[config.mk]
export PLATFORM = sky130hd
export DESIGN_NAME = fractal_dispatcher
export DESIGN_NICKNAME = d
export VERILOG_FILES = /design/src/rtl/fractal_dispatcher.sv
export SDC_FILE = /design/constraint.sdc
export NUM_CORES = 2
export LEC_CHECK = 0
export ABC_AREA = 1
export CELL_PAD_IN_SITES_DETAIL_PLACEMENT = 0
export CELL_PAD_IN_SITES_GLOBAL_PLACEMENT = 1
export CORE_AREA = 2 2 703 705
export DETAILED_ROUTE_END_ITERATION = 10
export DIE_AREA = 0 0 705 707
export PLACE_DENSITY_LB_ADDON = 0.1
export SYNTH_ARGS = -nofsm -noshare
export SYNTH_HDL_FRONTEND = slang
export SYNTH_SLANG_ARGS = --single-unit
[constraint.sdc]
create_clock -name clk_i -period 4.5 [get_ports clk_i]
set_clock_uncertainty 0.2 [all_clocks]
set_input_delay 0.9 -clock clk_i [delete_from_list [all_inputs] [get_ports clk_i]]
set_output_delay 0.9 -clock clk_i [all_outputs]
set_load 0.1 [all_outputs]
[src/rtl/fractal_dispatcher.sv]
// fractal_dispatcher: raster-order pixel scheduler for the fractal core bank with a valid/ready result stream.
// Defining DISPATCH_PERF_EN adds the perf_cycles_o/perf_pixels_o frame counters.
module fractal_dispatcher #(
  parameter int INTEGER_BITS    = 8,
  parameter int FRACTIONAL_BITS = 24,
  parameter int MAX_ITER_WIDTH  = 16,
  parameter int CORE_COUNT      = 20,
  parameter int COORD_WIDTH     = 12,
  localparam int DATA_WIDTH     = INTEGER_BITS + FRACTIONAL_BITS
) (
  input  logic                                 clk_i,
  input  logic                                 rst_ni,
  input  logic                                 frame_start_i,
  input  logic                                 abort_i,
  input  logic [COORD_WIDTH-1:0]               width_i,
  input  logic [COORD_WIDTH-1:0]               height_i,
  input  logic signed [DATA_WIDTH-1:0]         x_base_i,
  input  logic signed [DATA_WIDTH-1:0]         y_base_i,
  input  logic signed [DATA_WIDTH-1:0]         step_i,
  output logic                                 busy_o,
  output logic                                 frame_done_o,
  output logic [CORE_COUNT-1:0]                core_rst_o,
  output logic [CORE_COUNT-1:0]                core_start_o,
  output logic [DATA_WIDTH*CORE_COUNT-1:0]     core_x0_o,
  output logic [DATA_WIDTH*CORE_COUNT-1:0]     core_y0_o,
  input  logic [MAX_ITER_WIDTH*CORE_COUNT-1:0] core_iter_i,
  input  logic [CORE_COUNT-1:0]                core_done_i,
  output logic                                 res_valid_o,
  input  logic                                 res_ready_i,
  output logic [COORD_WIDTH-1:0]               res_px_o,
  output logic [COORD_WIDTH-1:0]               res_py_o,
  output logic [MAX_ITER_WIDTH-1:0]            res_iter_o
`ifdef DISPATCH_PERF_EN
  ,
  output logic [31:0]                          perf_cycles_o,
  output logic [31:0]                          perf_pixels_o
`endif
);
  localparam int IDXW = CORE_COUNT > 1 ? $clog2(CORE_COUNT) : 1;
  typedef enum logic [1:0] {IDLE, RUN, DRAIN} state_t;
  state_t state, state_nx;
  logic [COORD_WIDTH-1:0] width_r, height_r, px, py, ipx, ipy, iw, ih, px_nx, py_nx;
  logic signed [DATA_WIDTH-1:0] x_base_r, step_r, x_cur, y_cur, ix, iy, ixb, ist, x_nx, y_nx;
  logic [CORE_COUNT-1:0] busy, armed, col_cand, issue_oh, col_oh;
  logic [IDXW-1:0] issue_idx, col_idx;
  logic issue_found, col_found, start_ok, nonzero, abort_ok, issue_go, collect;
  logic last_px, wrap, drain_exit, zero_done;
  logic [COORD_WIDTH-1:0] tag_x [CORE_COUNT];
  logic [COORD_WIDTH-1:0] tag_y [CORE_COUNT];
  // The first pixel is issued in the accepting IDLE cycle straight from the inputs.
  always_comb begin
    start_ok   = state == IDLE && frame_start_i;
    nonzero    = width_i != '0 && height_i != '0;
    abort_ok   = abort_i && state != IDLE;
    ipx        = start_ok ? '0 : px;
    ipy        = start_ok ? '0 : py;
    iw         = start_ok ? width_i : width_r;
    ih         = start_ok ? height_i : height_r;
    ix         = start_ok ? x_base_i : x_cur;
    iy         = start_ok ? y_base_i : y_cur;
    ixb        = start_ok ? x_base_i : x_base_r;
    ist        = start_ok ? step_i : step_r;
    wrap       = ipx == iw - 1'b1;
    last_px    = wrap && ipy == ih - 1'b1;
    px_nx      = wrap ? '0 : ipx + 1'b1;
    py_nx      = wrap ? ipy + 1'b1 : ipy;
    x_nx       = wrap ? ixb : ix + ist;
    y_nx       = wrap ? iy + ist : iy;
    col_cand   = busy & armed & core_done_i;
    issue_go   = issue_found && ((start_ok && nonzero) || (state == RUN && !abort_i));
    collect    = col_found && (!res_valid_o || res_ready_i) && !abort_ok;
    issue_oh   = issue_go ? (CORE_COUNT'(1) << issue_idx) : '0;
    col_oh     = collect ? (CORE_COUNT'(1) << col_idx) : '0;
    drain_exit = state == DRAIN && !abort_i && busy == '0 && !res_valid_o;
    state_nx   = abort_ok ? IDLE :
                 state == IDLE ? (start_ok && nonzero ? (last_px ? DRAIN : RUN) : IDLE) :
                 state == RUN ? (issue_go && last_px ? DRAIN : RUN) :
                 (drain_exit || state != DRAIN ? IDLE : DRAIN);
  end
  always_comb begin
    issue_idx   = '0;
    issue_found = 1'b0;
    col_idx     = '0;
    col_found   = 1'b0;
    for (int i = CORE_COUNT - 1; i >= 0; i--) begin
      if (!busy[i]) begin
        issue_idx   = IDXW'(i);
        issue_found = 1'b1;
      end
      if (col_cand[i]) begin
        col_idx   = IDXW'(i);
        col_found = 1'b1;
      end
    end
  end
  assign busy_o       = state != IDLE || zero_done;
  assign frame_done_o = drain_exit || zero_done;
  always_ff @(posedge clk_i or negedge rst_ni) begin
    if (!rst_ni) begin
      state        <= IDLE;
      width_r      <= '0;
      height_r     <= '0;
      x_base_r     <= '0;
      step_r       <= '0;
      px           <= '0;
      py           <= '0;
      x_cur        <= '0;
      y_cur        <= '0;
      busy         <= '0;
      armed        <= '0;
      zero_done    <= 1'b0;
      core_rst_o   <= '1;
      core_start_o <= '0;
      core_x0_o    <= '0;
      core_y0_o    <= '0;
      res_valid_o  <= 1'b0;
      res_px_o     <= '0;
      res_py_o     <= '0;
      res_iter_o   <= '0;
    end else begin
      state        <= state_nx;
      zero_done    <= start_ok && !nonzero;
      core_rst_o   <= {CORE_COUNT{abort_ok}};
      core_start_o <= issue_oh;
      busy         <= abort_ok ? '0 : (busy | issue_oh) & ~col_oh;
      // A core arms only after its done line is seen low, so a stale level from the previous job is ignored.
      armed        <= abort_ok ? '0 : (armed | (busy & ~core_done_i)) & ~issue_oh & ~col_oh;
      if (start_ok) begin
        width_r  <= width_i;
        height_r <= height_i;
        x_base_r <= x_base_i;
        step_r   <= step_i;
      end
      if (issue_go) begin
        px    <= px_nx;
        py    <= py_nx;
        x_cur <= x_nx;
        y_cur <= y_nx;
        core_x0_o[issue_idx*DATA_WIDTH +: DATA_WIDTH] <= ix;
        core_y0_o[issue_idx*DATA_WIDTH +: DATA_WIDTH] <= iy;
      end
      if (abort_ok) res_valid_o <= 1'b0;
      else if (collect) begin
        res_valid_o <= 1'b1;
        res_px_o    <= tag_x[col_idx];
        res_py_o    <= tag_y[col_idx];
        res_iter_o  <= core_iter_i[col_idx*MAX_ITER_WIDTH +: MAX_ITER_WIDTH];
      end else if (res_ready_i) res_valid_o <= 1'b0;
    end
  end
  always_ff @(posedge clk_i) begin
    if (issue_go) begin
      tag_x[issue_idx] <= ipx;
      tag_y[issue_idx] <= ipy;
    end
  end
`ifdef DISPATCH_PERF_EN
  always_ff @(posedge clk_i or negedge rst_ni) begin
    if (!rst_ni) begin
      perf_cycles_o <= '0;
      perf_pixels_o <= '0;
    end else begin
      perf_cycles_o <= start_ok ? '0 : perf_cycles_o + 32'(busy_o);
      perf_pixels_o <= start_ok ? '0 : perf_pixels_o + 32'(res_valid_o && res_ready_i);
    end
  end
`endif
endmodule

==> results.yml <==
synth:
  synth_compound_area_share_pct: 10.1
  syn_nets: 11795
  synth_seq_area_share_pct: 56.5
  ys_ff_latch: 2041
  synth_edf_count: 480
  synthDistinctLibCells: 56
  synth_fa_ha_area_share_pct: 1.01
  synthMuxAreaShare_pct: 0.0211
  synth-main-ff-cell: "dfrtp_1"
  synth_xor_area_share_pct: 0.925
  synth_top_family_by_area: "simple AND/OR/NAND/NOR gates"
  syn-cell-area_um2: 94700
  syn_avg_cell_area_um2: 8.42
  ys_warn_count: 0
  async_reset_ff_share_pct: 76.5
  netlist_instances: 11255
  synth-simple-area-share_pct: 25.7
sta:
  hold_violations: 0
  max_freq_ghz: 0.233
  fin_crit_sh_pct: 95.5
  maxSlewViolCount: 0
  final.setup.worst_slack_ps: 202
  worstMarginPinSlew_ps: 1450
  maxSlewHeadroom_pct: 3.09
  finalSetupViolCount: 0
  fin_tns_setup_ps: 0
  timing.final.crit_period_ps: 4300
cts:
  insertion_delay_ps: 950
  cts_inserted_buffers: 283
  clk_path_buf_depth: 4
  clock_sinks: 2041
  tritoncts: "yes"
  cts_root_buf: "clkbuf_16"
  path_clk_slew_ps: 60
  cts_max_level: 5
route:
  drtPass1Iterations: 6
  wire_per_inst_um: 32.3
  antenna_left: 0
  route.detailed.drc: 0
  num_vias: 93525
  first_iter_violations: 7452
  vias_per_cell: 4.50
  finalWirelength_mm: 670
critical_path:
  cp.arrival_ps: 4960
  crit_required_ps: 5160
  critPathSlowestCell: "nor2_1"
  critPathMaxFanout: 12
  cp_num_buf_inv: 8
  r2r-end: "core_y0_o[485]$_DFFE_PN0P_"
  crit_path_end_kind: "flop"
  worstPathCellList: "buf_4 -> buf_4 -> nand2_1 -> a31o_2 -> a31oi_1 -> nor2_1 -> nor2_1 -> o211ai_1 -> nand3_1 -> ha_4 -> inv_2 -> nor3_4 -> buf_12 -> inv_2 -> nor2_4 -> clkinv_4 -> buf_4 -> nand2_1 -> nor2_1 -> inv_1 -> nor2_1 -> nand2_1 -> o21ai_0"
  critPathMaxStageDelay_ps: 690
  crit_path_frequent_cell: "nor2_1"
  start_kind: "flop"
  critPathLaunch: "busy[18]$_DFF_PN0_"
  reg2reg_from: "busy[18]$_DFF_PN0_"
  r2r_slack_ps: 200
  crit_type: "flop to flop"
  r2r_cells: 23
  path_delay_family: "simple AND/OR/NAND/NOR gates"
cells_and_area:
  area_growth_pct: 51.0
  fin_nets: 14549
  drive_gt1_share_pct: 18.1
  fill_cells: 52233
  post-route-cell-area_um2: 143000
  final_util_pct: 29.1
power_and_ir_drop:
  power_density_nw_per_um2: 596
  power_leakage_nw: 61.9
  vdd_drop_max_uv: 490
  p_total_mw: 85.3
grt:
  grt_pass1_wl_mm: 888
  track_usage_pct: 26.0
  overflow: 0
  grt_max_degree: 87
  antenna_found_initial: 81
  grt_pass1_vias: 94715
floorplan:
  die_x_um: 705
  coreArea_um2: 492000
  die_h_um: 707
  die-area_um2: 498000
  start_util_pct: 19.3
  ioPinCount: 1828
  rows: 258
placed_design:
  preCtsSetupSlack_ps: -937
  port_buffers: 1827
  dp_hpwl_mm: 525
  place_area_um2: 132000
  place_congestion: 0.909
hold_path:
  min_to: "x_base_r[16]$_DFF_PN0_"
  holdPathStages: 2
  hold_class: "flop to flop"
  hp-start: "x_base_r[16]$_DFF_PN0_"
status:
  outcome: "completed"
run:
  cap_violations: 0
logic make-up after synthesis:
logic type,Yosys count
adder cells (fa/ha/maj),75
multiplexers,2
AO/OA/AOI/OAI,1708
buffers and inverters,1301
XOR/XNOR,100
AND/OR/NAND/NOR,6028
flip-flops,2041
sequential cells by signal, summed over array words and instances, names as in the netlist:
name,count
x_base_r,32
y_cur,32
width_r,12
res_px_o,12
px,12
x_cur,32
state,2
core_x0_o,640
step_r,32
core_start_o,20
tag_x,240
tag_y,240
armed,20
res_iter_o,16
height_r,12
core_rst_o,1
zero_done,1
busy,20
res_valid_o,1
py,12
res_py_o,12
core_y0_o,640
worst max path at each step:
| stage | end | slack, ps | cells past startpoint |
|---|---|---|---|
| final | core_y0_o[485]$_DFFE_PN0P_ | 200 | 23 |
| after global routing | y_cur[27]$_DFFE_PN0P_ | -6 | 26 |
| after CTS | core_x0_o[166]$_DFFE_PN0P_ | -6 | 35 |
| after detailed placement | x_cur[27]$_DFFE_PN0P_ | -940 | 23 |
| after global placement | x_cur[27]$_DFFE_PN0P_ | -1010 | 23 |
| after floorplan | x_cur[28]$_DFFE_PN0P_ | -50 | 29 |
layer usage:
layer  vias up  part of all wire [%]  track usage [%]
met5         -                 0.019                0
met4        18                   5.3             11.8
met3       699                   6.5             5.87
met2      3234                    48             43.8
met1     47169                    41             31.6
li1      42405                     -                -
metrics by stage:
| stage | hold slack [ps] | std cells |
|---|---|---|
| finish | 276 | 20764 |
| detailed placement | 261 | 20196 |
| global route | 294 | 20735 |
| CTS | 278 | 20711 |
| floorplan | 240 | 11255 |
| global placement | 257 | 20196 |
Yosys cell counts (92+ instances only):
master    instances  share of area (%)
nand4_1         138               0.91
clkbuf_1        445                1.8
inv_1           463                1.8
o21ai_0         858                4.5
o31ai_1         143                1.1
nor2_1          973                3.9
dfrtp_1        1560                 41
buf_2           277                1.5
nand2_1        4020                 16
o21ai_1         243                1.3
edfxtp_1        480                 15
nand3_1         692                3.7
nor3_1           92               0.49
a21oi_1         256                1.4
final cells by class:
| class | instances | area (um^2) | area share [%] |
|---|---|---|---|
| repair buffers | 3280 | 32900 | 23.0 |
| multi-input cells | 7913 | 36900 | 25.8 |
| clock buffers | 390 | 8060 | 5.63 |
| inverters | 490 | 1910 | 1.33 |
| clock inverters | 118 | 1510 | 1.05 |
| flip-flops and latches | 2041 | 53500 | 37.4 |
| well taps | 6500 | 8130 | 5.69 |
| diodes | 32 | 80.1 | 0.0560 |
where the power goes:
group | switching (mW) | internal, mW
Clock | 9.77 | 13.8
Sequential | 0.770 | 20.6
Combinational | 27.5 | 12.9
worst min-delay path, stage by stage (launching register included):
cell     delay, ps
dfrtp_1        320
nand2_1         50
nand2_1         70
cells in the final DEF (no fill, tap or decap), types with 35 or more instances in the layout:
| cell | n |
|---|---|
| a31oi_1 | 35 |
| xor2_1 | 60 |
| buf_4 | 1396 |
| ha_1 | 65 |
| nor2_4 | 37 |
| clkdlybuf4s50_1 | 1493 |
| xnor2_1 | 40 |
| o21ai_0 | 813 |
| nor3_1 | 84 |
| inv_1 | 446 |
| nand2_1 | 3993 |
| a21oi_1 | 248 |
| clkinv_2 | 49 |
| clkbuf_1 | 52 |
| o31ai_1 | 143 |
| nor2_1 | 854 |
| buf_12 | 357 |
| edfxtp_1 | 480 |
| clkbuf_16 | 286 |
| dfrtp_1 | 1560 |
| o21ai_1 | 266 |
| nand4_1 | 138 |
| nand3_1 | 682 |
| nor4_1 | 35 |
| clkbuf_8 | 53 |
| o31ai_2 | 39 |
| nor2_2 | 92 |
repair_timing:
| action | in CTS | in global routing |
|---|---|---|
| resized for setup | 63 | 150 |
| setup buffers | 6 | 21 |
| hold buffers | 1 | 0 |
| endpoints found under the setup margin | 416 | 1219 |
| hold endpoints to repair | 48 | 0 |
| pin swaps | 3 | 27 |
| gates cloned | 0 | 1 |
Power figures use the tool's default switching activity.
